## config.mk

```make
export PLATFORM = sky130hd
export DESIGN_NAME = writeback_queue
export DESIGN_NICKNAME = d
export VERILOG_FILES = /design/src/rtl/writeback_queue.sv
export SDC_FILE = /design/constraint.sdc
export NUM_CORES = 1
export LEC_CHECK = 0
export ABC_CLOCK_PERIOD_IN_PS = 4750
export BUFFER_PORTS_ARGS = -buffer_cell sky130_fd_sc_hd__buf_2
export CAP_MARGIN = 25
export CORE_UTILIZATION = 28
export DETAILED_ROUTE_END_ITERATION = 7
export PLACE_DENSITY = 0.42
export SLEW_MARGIN = 10
export SYNTH_ARGS = -nofsm -noshare
export SYNTH_HDL_FRONTEND = slang
export SYNTH_SLANG_ARGS = --single-unit
export TNS_END_PERCENT = 30
```

## constraint.sdc

```tcl
create_clock -name clk -period 4.75 [get_ports clk]
set_clock_uncertainty 0.1 [all_clocks]
set_input_delay 0.95 -clock clk [delete_from_list [all_inputs] [get_ports clk]]
set_output_delay 0.95 -clock clk [all_outputs]
set_load 0.1 [all_outputs]
```

## src/rtl/writeback_queue.sv

```systemverilog
// writeback_queue
//   Circular FIFO of pending register-file writes sitting between an
//   execution pipeline and the register file. Each entry holds
//   {register index, value}. The head entry is popped into a registered
//   write port whenever the queue is non-empty and the register file is
//   not stalled.
//
// Parameters
//   RegisterSize : data width of every queued value
//   Depth        : number of queue entries (power of two, >= 2)
//
// Ports
//   clk            : single clock, rising edge
//   reset          : asynchronous active-low reset
//   inValid        : producer offers {inRegister, inValue}
//   inReady        : queue accepts a result (not full)
//   inRegister     : destination register index of offered result
//   inValue        : offered result value
//   stall          : register file cannot take a write; hold the head
//   regWriteEnable : registered write strobe to the register file
//   writeRegister  : registered write index
//   writeValue     : registered write data
//   count          : number of occupied entries
//   lookupRegister : register index probed by decode
//   lookupHit      : probed register has a pending write
//   lookupValue    : value of the youngest pending write to lookupRegister
//
// Configuration
//   WB_BYPASS_EN : when defined, builds the lookup/bypass comparators.
//                  When undefined, lookupHit/lookupValue are tied to 0.

module writeback_queue #(
  parameter int unsigned RegisterSize = 32,
  parameter int unsigned Depth        = 4
) (
  input  logic                      clk,
  input  logic                      reset,
  input  logic                      inValid,
  output logic                      inReady,
  input  logic [3:0]                inRegister,
  input  logic [RegisterSize-1:0]   inValue,
  input  logic                      stall,
  output logic                      regWriteEnable,
  output logic [3:0]                writeRegister,
  output logic [RegisterSize-1:0]   writeValue,
  output logic [$clog2(Depth):0]    count,
  input  logic [3:0]                lookupRegister,
  output logic                      lookupHit,
  output logic [RegisterSize-1:0]   lookupValue
);

  localparam int unsigned PtrW = $clog2(Depth);
  localparam int unsigned CntW = PtrW + 1;

  localparam logic [PtrW-1:0] PtrOne    = PtrW'(1);
  localparam logic [CntW-1:0] CntOne    = CntW'(1);
  localparam logic [CntW-1:0] FullCount = CntW'(Depth);

  // Entry storage; only occupied slots are ever observed, so no reset needed.
  logic [3:0]              reg_mem_q [Depth];
  logic [RegisterSize-1:0] val_mem_q [Depth];

  logic [PtrW-1:0]         head_q, head_d;
  logic [PtrW-1:0]         tail_q, tail_d;
  logic [CntW-1:0]         count_q, count_d;
  logic                    we_q, we_d;
  logic [3:0]              wr_q, wr_d;
  logic [RegisterSize-1:0] wv_q, wv_d;

  logic push;
  logic pop;

  // inReady depends on registered count only, so a pop in a full cycle
  // cannot open a slot for a same-cycle push.
  assign inReady = (count_q != FullCount);
  assign push    = inValid && inReady;
  // Pop decision uses pre-edge count: an entry pushed at this edge is not
  // visible to the pop until the next edge (no fall-through).
  assign pop     = (count_q != '0) && !stall;

  always_comb begin
    head_d  = head_q;
    tail_d  = tail_q;
    count_d = count_q;
    we_d    = 1'b0;
    wr_d    = wr_q;
    wv_d    = wv_q;

    if (push) begin
      tail_d = tail_q + PtrOne;
    end

    if (pop) begin
      head_d = head_q + PtrOne;
      we_d   = 1'b1;
      wr_d   = reg_mem_q[head_q];
      wv_d   = val_mem_q[head_q];
    end

    case ({push, pop})
      2'b10:   count_d = count_q + CntOne;
      2'b01:   count_d = count_q - CntOne;
      default: count_d = count_q;
    endcase
  end

  always_ff @(posedge clk or negedge reset) begin
    if (!reset) begin
      head_q  <= '0;
      tail_q  <= '0;
      count_q <= '0;
      we_q    <= 1'b0;
      wr_q    <= '0;
      wv_q    <= '0;
    end else begin
      head_q  <= head_d;
      tail_q  <= tail_d;
      count_q <= count_d;
      we_q    <= we_d;
      wr_q    <= wr_d;
      wv_q    <= wv_d;
    end
  end

  always_ff @(posedge clk) begin
    if (push) begin
      reg_mem_q[tail_q] <= inRegister;
      val_mem_q[tail_q] <= inValue;
    end
  end

  assign regWriteEnable = we_q;
  assign writeRegister  = wr_q;
  assign writeValue     = wv_q;
  assign count          = count_q;

`ifdef WB_BYPASS_EN
  logic                    hit_c;
  logic [RegisterSize-1:0] val_c;
  logic [PtrW-1:0]         slot;

  // Scan from oldest to youngest so later matches override earlier ones:
  // output register first, then queue entries from head towards tail.
  always_comb begin
    hit_c = 1'b0;
    val_c = '0;
    slot  = '0;
    if (we_q && (wr_q == lookupRegister)) begin
      hit_c = 1'b1;
      val_c = wv_q;
    end
    for (int unsigned i = 0; i < Depth; i++) begin
      slot = head_q + PtrW'(i);
      if ((CntW'(i) < count_q) && (reg_mem_q[slot] == lookupRegister)) begin
        hit_c = 1'b1;
        val_c = val_mem_q[slot];
      end
    end
  end

  assign lookupHit   = hit_c;
  assign lookupValue = val_c;
`else
  logic unused_lookup;
  assign unused_lookup = ^lookupRegister;
  assign lookupHit     = 1'b0;
  assign lookupValue   = '0;
`endif

endmodule

```

---- Word-level counts from Yosys, hierarchy flattened ----
Memories as Yosys holds them, arrays and structs flattened. A register that Yosys moved wholly into a read port is not among the register bits.
Cells that the tools add are included.
storage, ports and cells
  flip-flop bits (word level) ............. 8
  RAM bits ................................ 144
  input port bits ......................... 44
  output and inout bits ................... 74
  memories ................................ 2
memories
  memory     depth  bits a word  rd ports  clocked after Yosys merged registers in  wr ports  RTL line  text
  val_mem_q  4      32           1         1                                        1         61        logic [RegisterSize-1:0] val_mem_q [Depth];
  reg_mem_q  4      4            1         1                                        1         60        logic [3:0] reg_mem_q [Depth];
cells by class
  $add $sub $neg .......................... 4
  equality and inequality tests ........... 3
  multiplexer cells ....................... 4
  reductions and logical operators ........ 7
operators with widths
  operator             number
  $pmux 3 s2           1
  $add 2x1->2 const B  2
  $add 3x1->3 const B  1
  $logic_not 1->1      3
  $mux 1               3
  $ne 3x3->1 const B   1
  $reduce_bool 3->1    1
  $sub 3x1->3 const B  1
  $eq 2x1->1 const B   1
  $eq 2x2->1 const B   1
  $logic_and 1x1->1    2
  $reduce_bool 2->1    1

---- Longest topological paths before layout ----
Gate-level depths: netlist of the first run.
  depth in word-level cells ............... 4
  mapped depth ............................ 10
  gate-level depth less buffers ........... 9

---- Worst setup path after synthesis of the first run ----
Ideal clock, no wire load.
  path kind ............................... register -> register
  start point ............................. reg count_q[2], in the netlist count[2]
  end point ............................... reg count_q[2], in the netlist count[2]
  arrival ................................. 3.126 ns
  setup slack ............................. 1.361 ns
  stages on the path, launching flop included .. 10
  path through ............................ dfrtp_1 or3b_1 and2_1 inv_1 ha_1 inv_1 fa_1 xor2_1 nor2_1 xor2_1
between the ends
  longest elaborated chain between the ends .. 4
  elaborated cells on any way between the ends .. 10
  those cells by class .................... add/sub (2); eq/ne (3); mux (1); reduce/logical (4)
ends and longest elaborated chain
  what                                                    RTL line  text
  start, declared                                         65        logic [CntW-1:0] count_q, count_d;
  start signal, assigned                                  118       count_q <= count_d;
  $ne 3x3->1 *                                            75        assign inReady = (count_q != FullCount);
  named net inReady                                       39        output logic inReady,
  $logic_and 1x1->1 *                                     76        assign push = inValid && inReady;
  $eq 2x1->1 / $eq 2x2->1 (equally long branches)         100       case ({push, pop})
  $pmux 3 s2 / $reduce_bool 2->1 (equally long branches)  n/a
The timed path passes the listed nets; every way through them passes the cells marked *.
A chain may end at the register's enable or synchronous reset.

---- Worst setup path after layout of the first run ----
  start point ............................. reg count_q[1], in the netlist count[1]
  end point ............................... out inReady
between the ends
  longest elaborated chain between the ends .. 1
ends and longest elaborated chain
  what           RTL line
  $ne 3x3->1     75
  end, declared  39
No other way between the ends.

==> flow_summary.ini, run 1 <==
[sta]
rsz0062_at_grt = no
fin_crit_sh_pct = 56.49
finalSetupTns_ns = 0
worst_pin_slew_ns = 0.8153
hold_violations = 0
finalSetupViolCount = 0
fin_worst_hold_slack_ns = 0.2827
drv_slew = 0
clock.fmax_mhz = 372.7
slew_headroom_pct = 45.65
fin_crit_ns = 2.683

[flow_run]
drv_cap = 0

[worst_setup_path]
slowest_delay_ns = 0.46
critPathSlowestCell = or3b_1
worst_setup_path_start_kind = register
crit_type = reg -> out
crit_family = simple AND/OR/NAND/NOR gates
critPathArrivalTime_ns = 1.63
cp.required_ns = 3.70
cp_max_fo = 6
crit_chain = or3b_1 > buf_2
path_buf_inv = 1
crit_path_end_kind = output pin

[hold_path]
holdCritPathClass = in -> async

[drt]
via_per_inst = 4.216
vias = 3263
drtPass1Iterations = 4
routedWlPerCell_um = 17.87
wirelength_um = 13830
drtIter0Drc = 138
drc_errors = 0
ant_nets = 0

[final_layout]
area_delta_synth_final_pct = 17.47
n_fill_cell = 2446
multi_input_area_sq_um = 1599
design_area_sq_um = 8532
finalNetCount = 480
drive_above_1_share_pct = 44.92
layout.cells.non_filler = 774
regArea_sq_um = 5430

[clock_network]
cts_tree = yes
hold_buffers = 0
cts_sinks = 188
post-cts-setup-buffers = 0
clock_latency_ns = 0.43
numCtsBuffers = 17
clockRootBuffer = clkbuf_16
cts.path.max_buffers = 2
path_clk_slew_ns = 0.07
h-tree-depth = 4
cts_resized = 0

[global_route]
grt_pass1_wl_um = 21250
grt.overflow.total = 0
grt_antenna_before_repair = 3
grt_max_degree = 39
grt_usage_pct = 11.28
grt_pass1_vias = 3492

[logic_synthesis]
ys_types = 23
postSynthCellCount = 336
synthSimpleGateAreaFrac_pct = 0.8269
yosysWarnings = 0
ys_seq_elements = 188
yosys.area_share.adder_pct = 1.137
synth_top_family_by_area = multiplexers
synth_xor_area_share_pct = 0.7235
synthMuxAreaShare_pct = 17.45
syn_area_sq_um = 7263
synth_compound_area_share_pct = 0
synth_seq_area_share_pct = 74.69
syn-mean-instance-area_sq_um = 21.62

[floorplan]
dieHeight_um = 163.1
fp.dieW_um = 163.1
num_io_pins = 118
initial_utilization_pct = 28.68
rows = 58
core_sq_um = 25330
dieArea_sq_um = 26590

[run_status]
status = finished, final reports clean

[placement]
placedCellCount = 740
io_buffers = 80
postPlaceCellArea_sq_um = 7930
gp_congestion = 0.6782
dpl.hpwl_um = 7990
## synthesized netlist by cell type (all sizes together)
cell,instances,area share [%]
mux2i,1,0.14
xor2,4,0.48
nor2,2,0.10
inv,6,0.31
mux2,37,6.1
buf,45,4.8
ha,5,0.86
and2,1,0.086
mux4,36,11
dfrtp,44,15
xnor2,2,0.24
fa,1,0.28
nor3,1,0.069
edfxtp,144,60
conb,1,0.052
or3b,1,0.12
and3,4,0.34
nor3b,1,0.10
## metrics by stage
step                utilization (%)  setup slack [ns]
finish                        33.69             2.067
global route                  33.68             2.002
CTS                           33.60             2.047
detailed placement            31.31             2.139
global placement              31.23             2.133
floorplan                         -             1.361
## flip-flops by register name, summed over array words and instances, names as in the netlist
signal	count
regWriteEnable	1
count	3
tail_q	2
writeValue	32
val_mem_q	128
writeRegister	4
reg_mem_q	16
head_q	2
## per-layer routing
| metal | track usage (%) | vias up | wire length (um) |
|---|---|---|---|
| li1 | - | 1443 | - |
| met1 | 12.68 | 1709 | 5580 |
| met2 | 20.00 | 92 | 7335 |
| met3 | 3.885 | 15 | 749 |
| met4 | 3.441 | 4 | 137 |
| met5 | 0 | - | 28 |
## worst paths after layout
| kind | from | to | slack, ns | cells past startpoint |
|---|---|---|---|---|
| min in group clk | writeValue[21] | writeValue[21] | 0.40 | 1 |
| worst max register to register | count[1] | count[2] | 2.35 | 9 |
| worst max-delay path | count[1] | inReady | 2.07 | 2 |
| worst min register to register | writeValue[21] | writeValue[21] | 0.40 | 1 |
| max in group asynchronous | reset | writeValue[8] | 3.51 | 3 |
| worst min-delay path | reset | writeValue[22] | 0.28 | 1 |
## area by class of cell
type / count / area share (%)
Sequential cell: 188 / 63.65
Multi-Input combinational cell: 129 / 18.74
Timing Repair Buffer: 88 / 5.690
Clock buffer: 17 / 4.986
Tap cell: 330 / 4.839
Clock inverter: 15 / 1.804
Inverter: 6 / 0.2640
Antenna cell: 1 / 0.02933
## kinds of logic after synthesis
kind of cell | after synthesis
XOR/XNOR | 6
adder cells (fa/ha/maj) | 6
buffers and inverters | 51
flip-flops | 188
multiplexers | 74
other | 1
AND/OR/NAND/NOR | 10
## cell usage in the layout, fill, tap and decap left out
master      Yosys  final
edfxtp_1      144    144
mux2i_1         1      1
buf_12          2      2
mux4_1          1      1
nor3b_1         1      1
inv_1           6      6
clkinvlp_4      0      5
mux4_2         35     35
and3_2          0      4
dfrtp_4         0      1
bufinv_16       0      1
nor3_1          1      1
dfrtp_1        44     42
and2_1          1      1
xor2_1          4      4
xnor2_1         2      2
inv_8           0      3
buf_4          35      6
diode_2         0      1
nor2_4          0      1
or3b_1          1      1
mux2_4          7      7
conb_1          1     33
inv_6           0      3
mux2_2         30     30
fa_1            1      1
nor2_1          2      1
clkbuf_16       0     17
clkinv_4        0      3
ha_1            5      5
buf_2           7     80
dfrtp_2         0      1
## worst reg2reg max path: stages, from the launching register on
cell	delay, ns
dfrtp_1	0.42
or3b_1	0.46
and2_1	0.23
inv_1	0.07
ha_1	0.17
inv_1	0.06
fa_1	0.37
xor2_1	0.15
nor2_1	0.12
xor2_1	0.17
Power of run 1 is left out: the tool's default activity adds up to more than one toggle a clock period on the data nets, which glitch-free logic cannot reach.
==> inputs of run 2 (changes only) <==
ABC_CLOCK_PERIOD_IN_PS = 2400   (was 4750)
PLACE_DENSITY = 0.44   (was 0.42)
clock period = 2.4 ns   (was 4.75 ns; I/O delays follow)
==> run 2 against run 1 <==
Compared with the run above:
- worst setup slack got worse by 1.9 ns
- largest cell class unchanged
- critical endpoint is now count[2]
- core utilization grew 0.16 points
- die area unchanged
==> flow_summary.ini, run 2 (synthesis gave the netlist of run 1 again) <==
[placement]
io_buffers = 80
placedCellCount = 743
gp_congestion = 0.6674
dpl.hpwl_um = 7774

[worst_setup_path]
critPathArrivalTime_ns = 2.53
crit_type = reg -> reg
cp_max_fo = 6
worst_setup_path_start_kind = register
r2r_setup_slack_ns = 0.12
crit_path_end_kind = register
cp.required_ns = 2.64

[clock_network]
path_clk_slew_ns = 0.07
hold_buffers = 0
post-cts-setup-buffers = 0
cts_sinks = 188
cts.path.max_buffers = 2
cts_resized = 0
cts_tree = yes
clockRootBuffer = clkbuf_16
numCtsBuffers = 17
h-tree-depth = 4
clock_latency_ns = 0.42

[final_layout]
largest-register = val_mem_q
regArea_sq_um = 5439
area_delta_synth_final_pct = 18.02
final_common_cell = edfxtp_1
utilization_pct = 33.85
drive_above_1_share_pct = 46.74
multi_input_area_sq_um = 1619
largest_reg_flops = 128
layout.cells.non_filler = 777
n_fill_cell = 2406
finalNetCount = 482
final_cell_mix = edfxtp_1 (144), buf_2 (80), dfrtp_1 (39)

[global_route]
grt_pass1_wl_um = 21130
grt_max_degree = 45
grt.overflow.total = 0
grt_antenna_before_repair = 2
grt_usage_pct = 11.20
grt_pass1_vias = 3551

[drt]
drc_errors = 0
drtIter0Drc = 164
ant_nets = 0
drtPass1Iterations = 4
routedWlPerCell_um = 17.87
vias = 3229
wirelength_um = 13880
via_per_inst = 4.156

[sta]
fin_worst_hold_slack_ns = 0.07916
fin_crit_sh_pct = 95.06
rsz0062_at_grt = no
clock.fmax_mhz = 438.3
finalSetupViolCount = 0
worst_pin_slew_ns = 0.6847
fin_crit_ns = 2.281
hold_violations = 0
slew_headroom_pct = 54.36
drv_slew = 0
finalSetupTns_ns = 0

[flow_run]
drv_cap = 0

[hold_path]
holdCritPathClass = in -> async

[floorplan]
num_io_pins = 118
fp.dieW_um = 163.1
core_sq_um = 25330
rows = 58
dieHeight_um = 163.1
initial_utilization_pct = 28.68
dieArea_sq_um = 26590

[run_status]
status = finished, final reports clean
==> run 2: changes by cell type in the layout (fill, tap and decap cells not counted), moves of 2 or more <==
cell      delta
dfrtp_4      +2
dfrtp_1      -3
inv_8        -3
inv_1        -2
clkinv_2     +2
inv_2        +2
==> run 2: critical path: stages (launching register included) <==
cell     delay [ns]
dfrtp_4        0.50
or3b_4         0.42
and2_4         0.17
inv_2          0.06
ha_4           0.14
inv_2          0.04
fa_2           0.34
xor2_1         0.15
nor2_1         0.12
xor2_1         0.15
==> run 2: worst paths after layout <==
kind | start | endpoint | cells after the start
worst min-delay path | reset | writeValue[20] | 2
worst max-delay path | count[0] | count[2] | 9
worst min register to register | writeRegister[2] | writeRegister[2] | 1
min in group clk | inValue[26] | val_mem_q[0][26] | 1
max in group asynchronous | reset | head_q[0] | 2
worst max register to register | count[0] | count[2] | 9
==> run 2: final cells by class <==
type,count,share of cell area (%)
Antenna cell,2,0.05839
Clock buffer,19,5.167
Clock inverter,13,1.372
Inverter,6,0.2627
Multi-Input combinational cell,129,18.89
Sequential cell,188,63.45
Tap cell,330,4.817
Timing Repair Buffer,90,5.985
==> run 2: per-layer routing <==
layer	global-route usage [%]	routed length, um	up-vias
met5	0	8	-
met4	2.931	126	2
met3	4.368	768	13
met2	18.65	6997	92
met1	13.50	5983	1677
li1	-	-	1445
==> run 2: through the flow <==
stage | instance area (sq um) | worst slack, ns
floorplan | 7417 | -0.1829
global placement | 8006 | 0.1068
detailed placement | 8006 | 0.1162
CTS | 8567 | 0.08910
global route | 8567 | 0.01997
finish | 8572 | 0.1186
Power of run 2 is left out for the same reason.
